--- config.mk ---
export PLATFORM = sky130hd
export DESIGN_NAME = fifo_sync_fwft
export DESIGN_NICKNAME = d
export VERILOG_FILES = /design/src/rtl/fifo_sync_fwft_pkg.sv /design/src/rtl/fifo_sync_fwft_ptr_ctrl.sv /design/src/rtl/fifo_sync_fwft.sv
export SDC_FILE = /design/constraint.sdc
export NUM_CORES = 1
export LEC_CHECK = 0
export ABC_AREA = 1
export CAP_MARGIN = 20
export CORE_MARGIN = 5
export CORE_UTILIZATION = 58
export CTS_BUF_LIST = sky130_fd_sc_hd__clkbuf_16
export CTS_CLUSTER_SIZE = 24
export DETAILED_ROUTE_END_ITERATION = 16
export GPL_TIMING_DRIVEN = 1
export PLACE_DENSITY_LB_ADDON = 0.25
export REMOVE_ABC_BUFFERS = 1
export SETUP_SLACK_MARGIN = 0.2
export SLEW_MARGIN = 15
export SYNTH_ARGS = -nofsm -noshare
export SYNTH_HDL_FRONTEND = slang
export SYNTH_HIERARCHICAL = 1
export SYNTH_SLANG_ARGS = --single-unit
--- constraint.sdc ---
create_clock -name clk -period 5.1 [get_ports clk]
set_input_delay 1.02 -clock clk [delete_from_list [all_inputs] [get_ports clk]]
set_output_delay 1.02 -clock clk [all_outputs]
set_load 0.01 [all_outputs]
--- src/rtl/fifo_sync_fwft_pkg.sv ---
// fifo_pkg: shared pointer-width helper and read-mode constants for the FIFO
package fifo_pkg;
  localparam int FIFO_MODE_STD  = 0;
  localparam int FIFO_MODE_FWFT = 1;
  function automatic int ptr_w(input int depth);
    return $clog2(depth) + 1;
  endfunction
endpackage

--- src/rtl/fifo_sync_fwft_ptr_ctrl.sv ---
// fifo_ptr_ctrl: pointers, accept logic, occupancy, thresholds and sticky error flags
module fifo_ptr_ctrl
  import fifo_pkg::*;
#(
  parameter int DEPTH    = 8,
  parameter int AF_LEVEL = DEPTH - 2,
  parameter int AE_LEVEL = 2,
  localparam int PW = ptr_w(DEPTH),
  localparam int AW = PW - 1
) (
  input  logic          clk,
  input  logic          rst_n,
  input  logic          cs,
  input  logic          flush,
  input  logic          wr_en,
  input  logic          rd_en,
  output logic          o_wr_ok,
  output logic          o_rd_ok,
  output logic [AW-1:0] o_waddr,
  output logic [AW-1:0] o_raddr,
  output logic [PW-1:0] count,
  output logic          empty,
  output logic          full,
  output logic          almost_full,
  output logic          almost_empty,
  output logic          overflow,
  output logic          underflow
);
  logic [PW-1:0] r_wptr, r_rptr;
  logic          r_ovf, r_udf;
  logic [PW-1:0] w_count;
  assign w_count      = r_wptr - r_rptr;
  assign count        = w_count;
  assign empty        = w_count == '0;
  assign full         = w_count == PW'(DEPTH);
  assign almost_full  = int'(w_count) >= AF_LEVEL;
  assign almost_empty = int'(w_count) <= AE_LEVEL;
  assign overflow     = r_ovf;
  assign underflow    = r_udf;
  // flush wins over both accesses, so it also vetoes the memory write
  assign o_wr_ok = cs && wr_en && !full && !flush;
  assign o_rd_ok = cs && rd_en && !empty && !flush;
  assign o_waddr = r_wptr[AW-1:0];
  assign o_raddr = r_rptr[AW-1:0];
  always_ff @(posedge clk or negedge rst_n) begin
    if (!rst_n) begin
      r_wptr <= '0;
      r_rptr <= '0;
      r_ovf  <= 1'b0;
      r_udf  <= 1'b0;
    end else if (flush) begin
      r_wptr <= '0;
      r_rptr <= '0;
      r_ovf  <= 1'b0;
      r_udf  <= 1'b0;
    end else begin
      if (o_wr_ok) r_wptr <= r_wptr + PW'(1);
      if (o_rd_ok) r_rptr <= r_rptr + PW'(1);
      if (cs && wr_en && full) r_ovf <= 1'b1;
      if (cs && rd_en && empty) r_udf <= 1'b1;
    end
  end
endmodule

--- src/rtl/fifo_sync_fwft.sv ---
// fifo_sync_fwft: single-clock FIFO with standard or first-word-fall-through read
module fifo_sync_fwft
  import fifo_pkg::*;
#(
  parameter int DATA_WIDTH = 32,
  parameter int DEPTH      = 8,
  parameter int FWFT       = FIFO_MODE_STD,
  parameter int AF_LEVEL   = DEPTH - 2,
  parameter int AE_LEVEL   = 2,
  localparam int PW = ptr_w(DEPTH),
  localparam int AW = PW - 1
) (
  input  logic                  clk,
  input  logic                  rst_n,
  input  logic                  cs,
  input  logic                  flush,
  input  logic                  wr_en,
  input  logic [DATA_WIDTH-1:0] data_in,
  input  logic                  rd_en,
  output logic [DATA_WIDTH-1:0] data_out,
  output logic                  empty,
  output logic                  full,
  output logic                  almost_full,
  output logic                  almost_empty,
  output logic [PW-1:0]         count,
  output logic                  overflow,
  output logic                  underflow
);
  logic [DATA_WIDTH-1:0] r_mem [DEPTH];
  logic [DATA_WIDTH-1:0] r_dout;
  logic                  w_wr_ok, w_rd_ok;
  logic [AW-1:0]         w_waddr, w_raddr;
  fifo_ptr_ctrl #(.DEPTH(DEPTH), .AF_LEVEL(AF_LEVEL), .AE_LEVEL(AE_LEVEL)) u_ctrl (
    .clk(clk), .rst_n(rst_n), .cs(cs), .flush(flush), .wr_en(wr_en), .rd_en(rd_en),
    .o_wr_ok(w_wr_ok), .o_rd_ok(w_rd_ok), .o_waddr(w_waddr), .o_raddr(w_raddr),
    .count(count), .empty(empty), .full(full), .almost_full(almost_full),
    .almost_empty(almost_empty), .overflow(overflow), .underflow(underflow)
  );
  always_ff @(posedge clk) begin
    if (w_wr_ok) r_mem[w_waddr] <= data_in;
  end
  always_ff @(posedge clk or negedge rst_n) begin
    if (!rst_n) r_dout <= '0;
    else if (flush) r_dout <= '0;
    else if (w_rd_ok) r_dout <= r_mem[w_raddr];
  end
  assign data_out = (FWFT == FIFO_MODE_FWFT) ? (empty ? '0 : r_mem[w_raddr]) : r_dout;
endmodule
==> run_results.csv, run 1 <==
group,metric,value,unit
outcome,status,"finished clean",
logic_synthesis,yosysMostFrequentCell,"nand2_1",
timing,slew_violations,0,
logic_synthesis,synth.top_cells.by_count,"414 x nand2_1, 256 x edfxtp_1, 216 x inv_1",
global_routing,grt_overflow_total,0,
drt,drt_pass1_iterations,5,
critical_path,critPathCaptureType,"output pin",
drt,routedWlPerCell,16.6,um
place,hpwl,15400,um
place,placed_area,13800,um^2
critical_path,cp.arrival,2.83,ns
cells_and_area,antenna_cells,0,
critical_path,crit_buf_inv,3,
critical_path,timing.rr.end,"r_mem[1][8]$_DFFE_PP_",
clock_tree,path_clk_slew,0.06,ns
cells_and_area,area_growth,15.9,%
logic_synthesis,netlist_instances,1241,
drt,num_vias,8465,
cells_and_area,drive_above_1_share,6.25,%
critical_path,startpoint_type,"register",
critical_path,r2r_cells,8,
pwr,ir_worst_vdd,0.000297,V
logic_synthesis,yosys_warnings,6,
place,dp_cells,1550,
cells_and_area,fin_util,68.2,%
cells_and_area,fin_cells,1608,
global_routing,grt_max_degree,75,
clock_tree,htreeDepth,1,
logic_synthesis,synthTopCellsByArea,"edfxtp_1 60%, nand2_1 12%, dfrtp_1 8.2%, nand3_1 8.1%, inv_1 6.3%",
clock_tree,cts_root_buf,"clkbuf_16",
timing,period_minus_slack,3.85,ns
place,io_buffers,79,
die,io_pins,80,
pwr,cellLeakagePower,6.44,nW
timing,tightest_slew,1.07,ns
logic_synthesis,ys_seq_area_share,68.2,%
timing,max_freq,260,MHz
timing,rsz0062_at_grt,"false",
drt,drc,0,
critical_path,critPathMaxStageDelay,0.53,ns
drt,finalWirelength,26700,um
logic_synthesis,synth_top_cell_by_area,"edfxtp_1",
pwr,total_power,5.72,mW
timing,skew,0.0100,ns
die,initial_core_util,58.9,%
timing,finalHoldViolations,0,
clock_tree,clkLatencyLatePin,0.55,ns
logic_synthesis,synthFlopType,"edfxtp_1",
die,coreArea,21800,um^2
die,rows,54,
critical_path,crit_type,"register to output pin",
place,gp_congestion,0.792,
critical_path,rrSetupSlack,1.72,ns
clock_tree,cts_sinks,298,
clock_tree,cts_resized,0,
drt,drtAntennaViolNets,0,
pwr,power-per-cell-area,385,nW/um^2
drt,routed_via_density,5.26,
timing,fin_tns_setup,0,ns
critical_path,slowest_stage,"clkdlybuf4s50_1",
die,die_w,159,um
clock_tree,post_cts_buffers,0,
critical_path,crit_required,4.08,ns
min_path,worst_hold_path_type,"input port to async pin",
global_routing,antenna_found_initial,1,
critical_path,path_max_fanout,6,
logic_synthesis,synth-edff-count,256,
timing,slew_headroom,28.4,%
clock_tree,numCtsBuffers,30,
critical_path,r2r-start,"u_ctrl/r_rptr[1]$_DFFE_PN0P_",
logic_synthesis,synth.cell_area,12800,um^2
global_routing,grt_pass1_vias,8317,
clock_tree,cts_tree,"done",
logic_synthesis,syn_area_per_cell,10.3,um^2
logic_synthesis,synthArstFlopShare,14.1,%
cells_and_area,fin_nets,1348,
logic_synthesis,yosysTopAreaCellShare,60.0,%
timing,finalCritPeriodShare,75.4,%
flow_run,cap_viol_max_count,0,
die,fp.dieH,159,um
logic_synthesis,ys_seq_elements,298,
drt,first_iter_violations,644,
cells_and_area,final_design_area_no_fill,14800,um^2
die,die_area,25100,um^2
timing,setup_viol,0,
critical_path,path_cells,"inv_1, ha_1, fa_1, nand2_1, nor2_8, nand3_4, inv_1, clkdlybuf4s50_1",
logic_synthesis,synth.distinct_cells,23,
critical_path,critical-path-top-delay-family,"adder cells",
global_routing,globalRouteTotalUtil,21.5,%
clock_tree,cts_buffer_depth,3,
global_routing,grt_pass1_wl,42600,um
critical_path,crit_top_cell,"inv_1",
clock_tree,cts_hold_buf,0,
[cells in the final DEF, fill, tap and decap left out, types with 2 or more instances in the layout]
master and n:
xor2_1 4, nand4_1 8, inv_2 2, nand3_1 207
nor2_4 8, nand2_4 3, buf_12 2, nand2_2 2
dfrtp_1 40, edfxtp_1 256, nor2_2 2, nor2_1 2
a21oi_1 2, clkinvlp_4 6, bufinv_16 4, clkdlybuf4s50_1 78
clkbuf_16 31, ha_1 5, clkinv_2 4, nand3_4 2
inv_1 220, clkinv_1 7, buf_4 10, nand2_1 414
[metrics by stage]
stage,setup WS (ns),hold slack [ns]
floorplan,-0.478,0.516
global placement,1.54,0.462
detailed placement,1.47,0.467
CTS,1.23,0.445
global route,1.06,0.461
finish,1.25,0.444
[cell type report]
| class | count | area [um^2] |
|---|---|---|
| clock buffer | 31 | 776 |
| clock inverter | 25 | 230 |
| fill | 1576 | 6910 |
| inverter | 219 | 823 |
| multi-input combinational | 663 | 3000 |
| sequential | 298 | 8740 |
| tap | 280 | 350 |
| timing repair buffer | 92 | 928 |
[power breakdown]
group / switching (mW) / internal (mW) / total, mW
combinational: 0.474 / 0.288 / 0.762
clock: 0.906 / 1.30 / 2.21
sequential: 0.0364 / 2.72 / 2.75
total: 1.42 / 4.31 / 5.72
[worst max path at each step]
stage                                 start               endpoint  slack (ns)  cells past startpoint
3_3_place_gp                             cs  r_mem[3][3]$_DFFE_PP_        1.54                      7
3_5_place_dp                             cs  r_mem[3][6]$_DFFE_PP_        1.47                      7
2_1_floorplan  u_ctrl/r_rptr[0]$_DFFE_PN0P_  r_mem[1][0]$_DFFE_PP_       -0.48                      9
5_1_grt        u_ctrl/r_rptr[1]$_DFFE_PN0P_           almost_empty        1.06                      8
4_1_cts        u_ctrl/r_wptr[0]$_DFFE_PN0P_                   full        1.23                      8
6_report       u_ctrl/r_wptr[0]$_DFFE_PN0P_                   full        1.25                      8
[registers in the layout, indices dropped and copies added (netlist names)]
register	flops
data_out	32
r_mem	256
u_ctrl/r_wptr	4
u_ctrl/overflow	1
u_ctrl/underflow	1
u_ctrl/r_rptr	4
[cells by family (layout without fill, tap and decap cells)]
kind of cell,Yosys count,after routing,share of synthesized area [%]
fa+ha+maj,6,6,0.645
buf+inv,280,367,8.87
xor+xnor,4,4,0.274
simple gates,649,649,21.8
flops,298,298,68.2
compound gates,4,4,0.205
[layer usage]
layer	share of wire, %	up-vias	track usage (%)
met5	0.049	-	0
met1	42	4030	29.6
met2	50	276	36.2
met3	6.7	43	3.15
met4	1.8	2	5.65
li1	-	4114	-
(Power assumes the default switching activity.)
==> run 2: changes to the inputs <==
==> constraint.sdc (replaced) <==
create_clock -name clk -period 4 [get_ports clk]
set_input_delay 0.8 -clock clk [delete_from_list [all_inputs] [get_ports clk]]
set_output_delay 0.8 -clock clk [all_outputs]
set_load 0.01 [all_outputs]
==> run 2 against run 1 <==
Power up 27%. Register-to-register slack worse by 0.90 ns. Clock-buffer cell count stayed put. Clock power is 25% higher. Critical path depth stayed put. Design area increased by 0.42%. Routed wire length rose by 3.5%. Worst setup slack got worse by 0.87 ns. Clock skew decreased by 0.0042 ns. First-iteration DRC count down 9.8%.
==> run_results.csv, run 2 (synthesized netlist as in run 1, its figures left out) <==
group,metric,value,unit
cells_and_area,final_cell_mix,"414 x nand2_1, 256 x edfxtp_1, 224 x inv_1",
cells_and_area,drive_above_1_share,6.51,%
place,hpwl,15400,um
cells_and_area,fin_cells,1617,
cells_and_area,antenna_cells,0,
drt,wl_met1,11200,um
cells_and_area,area_growth,16.4,%
flow_run,cap_viol_max_count,0,
clock_tree,cts_sinks,298,
drt,drtAntennaViolNets,0,
timing,max_freq,277,MHz
timing,period_minus_slack,3.61,ns
place,placed_area,13900,um^2
drt,routed_via_density,5.28,
cells_and_area,final_design_area_no_fill,14900,um^2
die,fp.dieH,159,um
global_routing,grt_pass1_wl,43900,um
place,io_buffers,79,
timing,finalHoldViolations,0,
critical_path,critPathCaptureType,"output pin",
die,die_w,159,um
outcome,status,"finished clean",
timing,setup_viol,0,
timing,fin_tns_setup,0,ns
drt,routedWlPerCell,17.1,um
clock_tree,cts_hold_buf,0,
critical_path,startpoint_type,"register",
cells_and_area,fill_cells,1574,
timing,slew_headroom,30.9,%
drt,drt_pass1_iterations,5,
global_routing,antenna_found_initial,1,
pwr,switchingPower,1.76,mW
critical_path,cp.arrival,2.81,ns
die,rows,54,
pwr,ir_worst_vdd,0.000442,V
drt,routed.top_layer,"met5",
clock_tree,clkLatencyLatePin,0.54,ns
global_routing,globalRouteTotalUtil,22.4,%
clock_tree,path_clk_slew,0.06,ns
clock_tree,numCtsBuffers,30,
pwr,combPwrFrac,13.6,%
die,die_area,25100,um^2
timing,skew,0.00580,ns
clock_tree,cts_root_buf,"clkbuf_16",
drt,wl_met3,2160,um
place,dp_cells,1561,
timing,slew_violations,0,
drt,num_vias,8535,
pwr,p_int,5.48,mW
timing,rsz0062_at_grt,"false",
clock_tree,post_cts_buffers,0,
pwr,switching_share,24.3,%
place,gp_congestion,0.794,
pwr,pwr-share-seq,48.4,%
cells_and_area,ff_latch_area,8740,um^2
min_path,worst_hold_path_type,"input port to async pin",
cells_and_area,largest-register,"r_mem",
drt,finalWirelength,27700,um
pwr,cellLeakagePower,6.51,nW
critical_path,crit_required,3.20,ns
global_routing,grt_pass1_vias,8468,
pwr,power-per-cell-area,486,nW/um^2
critical_path,crit_type,"register to output pin",
drt,drc,0,
pwr,pwr-share-clk,38.1,%
cells_and_area,multi_input_area,3000,um^2
clock_tree,cts_buffer_depth,3,
cells_and_area,mostFrequentLayoutCell,"nand2_1",
clock_tree,cts_tree,"done",
timing,tightest_slew,1.03,ns
drt,first_iter_violations,581,
global_routing,grt_max_degree,77,
clock_tree,htreeDepth,1,
cells_and_area,largest_reg_flops,256,
die,io_pins,80,
global_routing,grt_overflow_total,0,
die,coreArea,21800,um^2
critical_path,path_max_fanout,6,
die,initial_core_util,58.9,%
drt,wl_met2,13800,um
cells_and_area,fin_nets,1357,
timing,finalCritPeriodShare,90.3,%
[run 2: area by class of cell]
type	count	area share, %
Timing Repair Buffer	101	6.80
Sequential cell	298	58.7
Multi-Input combinational cell	663	20.1
Clock buffer	31	5.20
Clock inverter	25	1.38
Inverter	219	5.52
Tap cell	280	2.35
[run 2: per-stage QoR]
step | hold WS, ns | total power, mW | setup WS [ns] | utilization [%]
detailed placement | 0.465 | 4.55 | 0.817 | 64.0
CTS | 0.296 | 7.30 | 0.310 | 68.5
floorplan | 0.504 | 4.13 | -1.58 | -
global route | 0.316 | 7.54 | 0.229 | 68.5
global placement | 0.463 | 4.52 | 0.914 | 64.0
finish | 0.303 | 7.24 | 0.388 | 68.5
[run 2: worst paths after layout]
check,startpoint,slack [ns],cells after the start,endpoint
worst min-delay path,rst_n,0.30,1,data_out[19]$_DFFE_PN0P_
worst max-delay path,u_ctrl/r_wptr[0]$_DFFE_PN0P_,0.39,8,empty
worst min register to register,data_out[21]$_DFFE_PN0P_,0.48,2,data_out[21]$_DFFE_PN0P_
max in group asynchronous,rst_n,2.88,2,u_ctrl/r_rptr[0]$_DFFE_PN0P_
worst max register to register,u_ctrl/r_wptr[0]$_DFFE_PN0P_,0.82,13,data_out[18]$_DFFE_PN0P_
min in group clk,data_out[21]$_DFFE_PN0P_,0.48,2,data_out[21]$_DFFE_PN0P_
[run 2: repair_timing]
action / in CTS / in global routing
endpoints found under the setup margin: 0 / 2
gates resized for setup: 0 / 1
endpoints found under the hold margin: 0 / 0
[run 2: power groups by stage]
stage	clock network (mW)	logic, mW	registers, mW
2_1_floorplan	0	0.484	3.64
3_3_place_gp	0	0.957	3.57
3_5_place_dp	0	0.980	3.57
4_1_cts	2.81	0.989	3.51
5_1_grt	2.94	1.09	3.51
6_report	2.76	0.982	3.50
[run 2: critical path, cell delays in order, from the launching register on]
cell             delay [ns]
dfrtp_2                0.41
inv_1                  0.07
ha_1                   0.22
fa_1                   0.51
nand2_1                0.13
nor2_8                 0.19
nand3_4                0.13
inv_1                  0.08
clkdlybuf4s50_1        0.53
[run 2: layer usage]
layer,vias to the layer above,global-route usage (%)
met2,327,38.4
met3,40,3.48
met5,-,0
met1,4039,30.0
met4,2,6.26
li1,4127,-
==> run 3: changes to the inputs <==
--- a/config.mk
+++ b/config.mk
@@ -5,7 +5,6 @@
 export SDC_FILE = /design/constraint.sdc
 export NUM_CORES = 1
 export LEC_CHECK = 0
-export ABC_AREA = 1
 export CAP_MARGIN = 20
 export CORE_MARGIN = 5
 export CORE_UTILIZATION = 58
==> run 3 against run 2 <==
Non-clock buffer count up 3. Area after synthesis shrank 4.6%. Final cell count is 35% lower. Flip-flop and latch count stayed put. Largest power group unchanged.
==> run_results.csv, run 3 <==
group,metric,value,unit
global_routing,globalRouteTotalUtil,20.3,%
cells_and_area,area_growth,16.8,%
timing,tightest_slew,1.04,ns
global_routing,grt_max_degree,66,
drt,first_iter_violations,484,
cells_and_area,drive_above_1_share,32.0,%
logic_synthesis,synthArstFlopShare,14.1,%
die,rows,53,
clock_tree,clkLatencyLatePin,0.54,ns
drt,drc,0,
timing,setup_viol,0,
global_routing,antenna_found_initial,1,
logic_synthesis,synth.distinct_cells,47,
clock_tree,cts_hold_buf,0,
timing,fin_tns_setup,0,ns
logic_synthesis,synthFlopType,"edfxtp_1",
die,die_area,24100,um^2
place,io_buffers,79,
timing,max_freq,270,MHz
cells_and_area,largest_reg_flops,256,
die,coreArea,20900,um^2
drt,routedWlPerCell,23.0,um
logic_synthesis,yosysTopAreaCellShare,62.9,%
global_routing,grt_util_met3,3.53,%
logic_synthesis,ys_seq_area_share,71.5,%
cells_and_area,largest-register,"r_mem",
drt,num_vias,6225,
logic_synthesis,synthTopCellsByArea,"edfxtp_1 63%, dfrtp_1 8.6%, mux4_2 5.9%, mux2_4 3.8%, o31ai_2 3.2%",
critical_path,r2r-start,"u_ctrl/r_rptr[0]$_DFFE_PN0P_",
die,fp.dieH,155,um
pwr,ir_worst_vdd,0.000374,V
die,io_pins,80,
timing,finalHoldViolations,0,
clock_tree,htreeDepth,1,
pwr,power-per-cell-area,474,nW/um^2
timing,slew_headroom,30.6,%
drt,drtAntennaViolNets,0,
cells_and_area,final_cell_mix,"256 x edfxtp_1, 77 x clkdlybuf4s50_1, 39 x nand2_1",
critical_path,crit_type,"register to output pin",
cells_and_area,fin_util,68.3,%
clock_tree,cts_root_buf,"clkbuf_16",
die,die_w,155,um
logic_synthesis,synth_top_cell_by_area,"edfxtp_1",
clock_tree,path_clk_slew,0.07,ns
timing,skew,0.0134,ns
logic_synthesis,synth.cell_area,12200,um^2
cells_and_area,antenna_cells,0,
drt,routed_via_density,5.93,
logic_synthesis,yosysMostFrequentCell,"edfxtp_1",
clock_tree,numCtsBuffers,29,
drt,finalWirelength,24200,um
global_routing,grtUsageMet1,28.2,%
logic_synthesis,syn_area_per_cell,18.6,um^2
global_routing,grt_pass1_wl,37700,um
clock_tree,cts_tree,"done",
critical_path,crit_required,3.20,ns
timing,slew_violations,0,
critical_path,r2r_cells,9,
cells_and_area,mostFrequentLayoutCell,"edfxtp_1",
critical_path,critPathCaptureType,"output pin",
flow_run,cap_viol_max_count,0,
logic_synthesis,yosys_warnings,6,
min_path,worst_hold_path_type,"input port to async pin",
logic_synthesis,synth.top_cells.by_count,"256 x edfxtp_1, 42 x dfrtp_1, 40 x nand2_1",
critical_path,path_max_fanout,8,
timing,finalCritPeriodShare,92.5,%
global_routing,busiest_layer,"met2",
logic_synthesis,netlist_instances,658,
critical_path,startpoint_type,"register",
timing,rsz0062_at_grt,"true",
pwr,total_power,6.77,mW
place,hpwl,14000,um
critical_path,rrSetupSlack,0.64,ns
timing,whs,0.369,ns
clock_tree,cts_buffer_depth,3,
cells_and_area,fin_nets,797,
drt,drt_pass1_iterations,5,
global_routing,grt_overflow_total,0,
place,gp_congestion,0.866,
critical_path,timing.rr.end,"r_mem[4][29]$_DFFE_PP_",
clock_tree,cts_sinks,298,
timing,period_minus_slack,3.70,ns
cells_and_area,fill_cells,1384,
outcome,status,"finished clean",
logic_synthesis,ys_seq_elements,298,
critical_path,cp.arrival,2.90,ns
logic_synthesis,synth-edff-count,256,
global_routing,met2_usage,34.4,%
die,initial_core_util,58.5,%
global_routing,grt_pass1_vias,6590,
pwr,cellLeakagePower,4.87,nW
run 3: changes by cell type after synthesis, moves of 28 or more:
cell,change
mux2_4,+31
mux2_2,+28
o31ai_2,+31
nand3_1,-201
inv_1,-207
mux4_2,+32
nand2_1,-374
run 3: worst max-delay path: stages, from the launching register on:
cell             delay, ns
dfrtp_4               0.49
ha_1                  0.22
fa_1                  0.41
xnor2_2               0.20
or3_4                 0.40
nor2_1                0.10
clkdlybuf4s50_1       0.54
run 3: how the worst max path moves through the flow:
stage / endpoint / startpoint / depth (start not counted)
global route: almost_empty / u_ctrl/r_wptr[2]$_DFFE_PN0P_ / 7
floorplan: r_mem[0][0]$_DFFE_PP_ / u_ctrl/r_rptr[0]$_DFFE_PN0P_ / 8
finish: full / u_ctrl/r_rptr[0]$_DFFE_PN0P_ / 6
detailed placement: r_mem[4][27]$_DFFE_PP_ / u_ctrl/r_wptr[0]$_DFFE_PN0P_ / 10
CTS: empty / u_ctrl/r_wptr[1]$_DFFE_PN0P_ / 6
global placement: full / u_ctrl/r_wptr[0]$_DFFE_PN0P_ / 7
run 3: report_power, final:
part	internal (mW)	switching [mW]	total (mW)	leakage [nW]
sequential	3.43	0.0242	3.45	2.88
clock	1.44	1.08	2.52	0.465
combinational	0.398	0.397	0.795	1.52
total	5.27	1.50	6.77	4.87
run 3: cells by family (layout without fill, tap and decap cells):
logic type	count (synthesis)	after routing	synth area share (%)
fa+ha+maj	6	6	0.676
buf+inv	49	166	2.90
mux	101	101	13.2
flops	298	298	71.5
xor+xnor	3	3	0.277
simple gates	120	120	4.91
compound gates	81	81	6.54
run 3: metal layers:
| metal | routed length [um] | vias to the layer above |
|---|---|---|
| li1 | - | 2773 |
| met1 | 10200 | 3228 |
| met2 | 12300 | 188 |
| met3 | 1360 | 34 |
| met4 | 348 | 2 |
| met5 | 13 | - |
run 3: layout make-up:
| type | count | area, um^2 | area share (%) |
|---|---|---|---|
| clock buffer | 29 | 726 | 5.09 |
| multi-input combinational | 311 | 3200 | 22.4 |
| timing repair buffer | 104 | 1060 | 7.42 |
| sequential | 298 | 8750 | 61.3 |
| tap | 275 | 344 | 2.41 |
| inverter | 9 | 33.8 | 0.237 |
| clock inverter | 24 | 159 | 1.11 |
run 3: timing repair:
item                       4_1_cts  5_1_grt
setup endpoints to repair        2        4
gates resized for setup          2        3
setup buffers                    1        0
run 3: per-stage QoR:
| stage | cells | cell area, um^2 | setup WS (ns) |
|---|---|---|---|
| global route | 1050 | 14300 | 0.191 |
| floorplan | 618 | 11900 | -3.63 |
| finish | 1050 | 14300 | 0.299 |
| global placement | 995 | 13300 | 0.656 |
| detailed placement | 995 | 13300 | 0.545 |
| CTS | 1049 | 14200 | 0.238 |
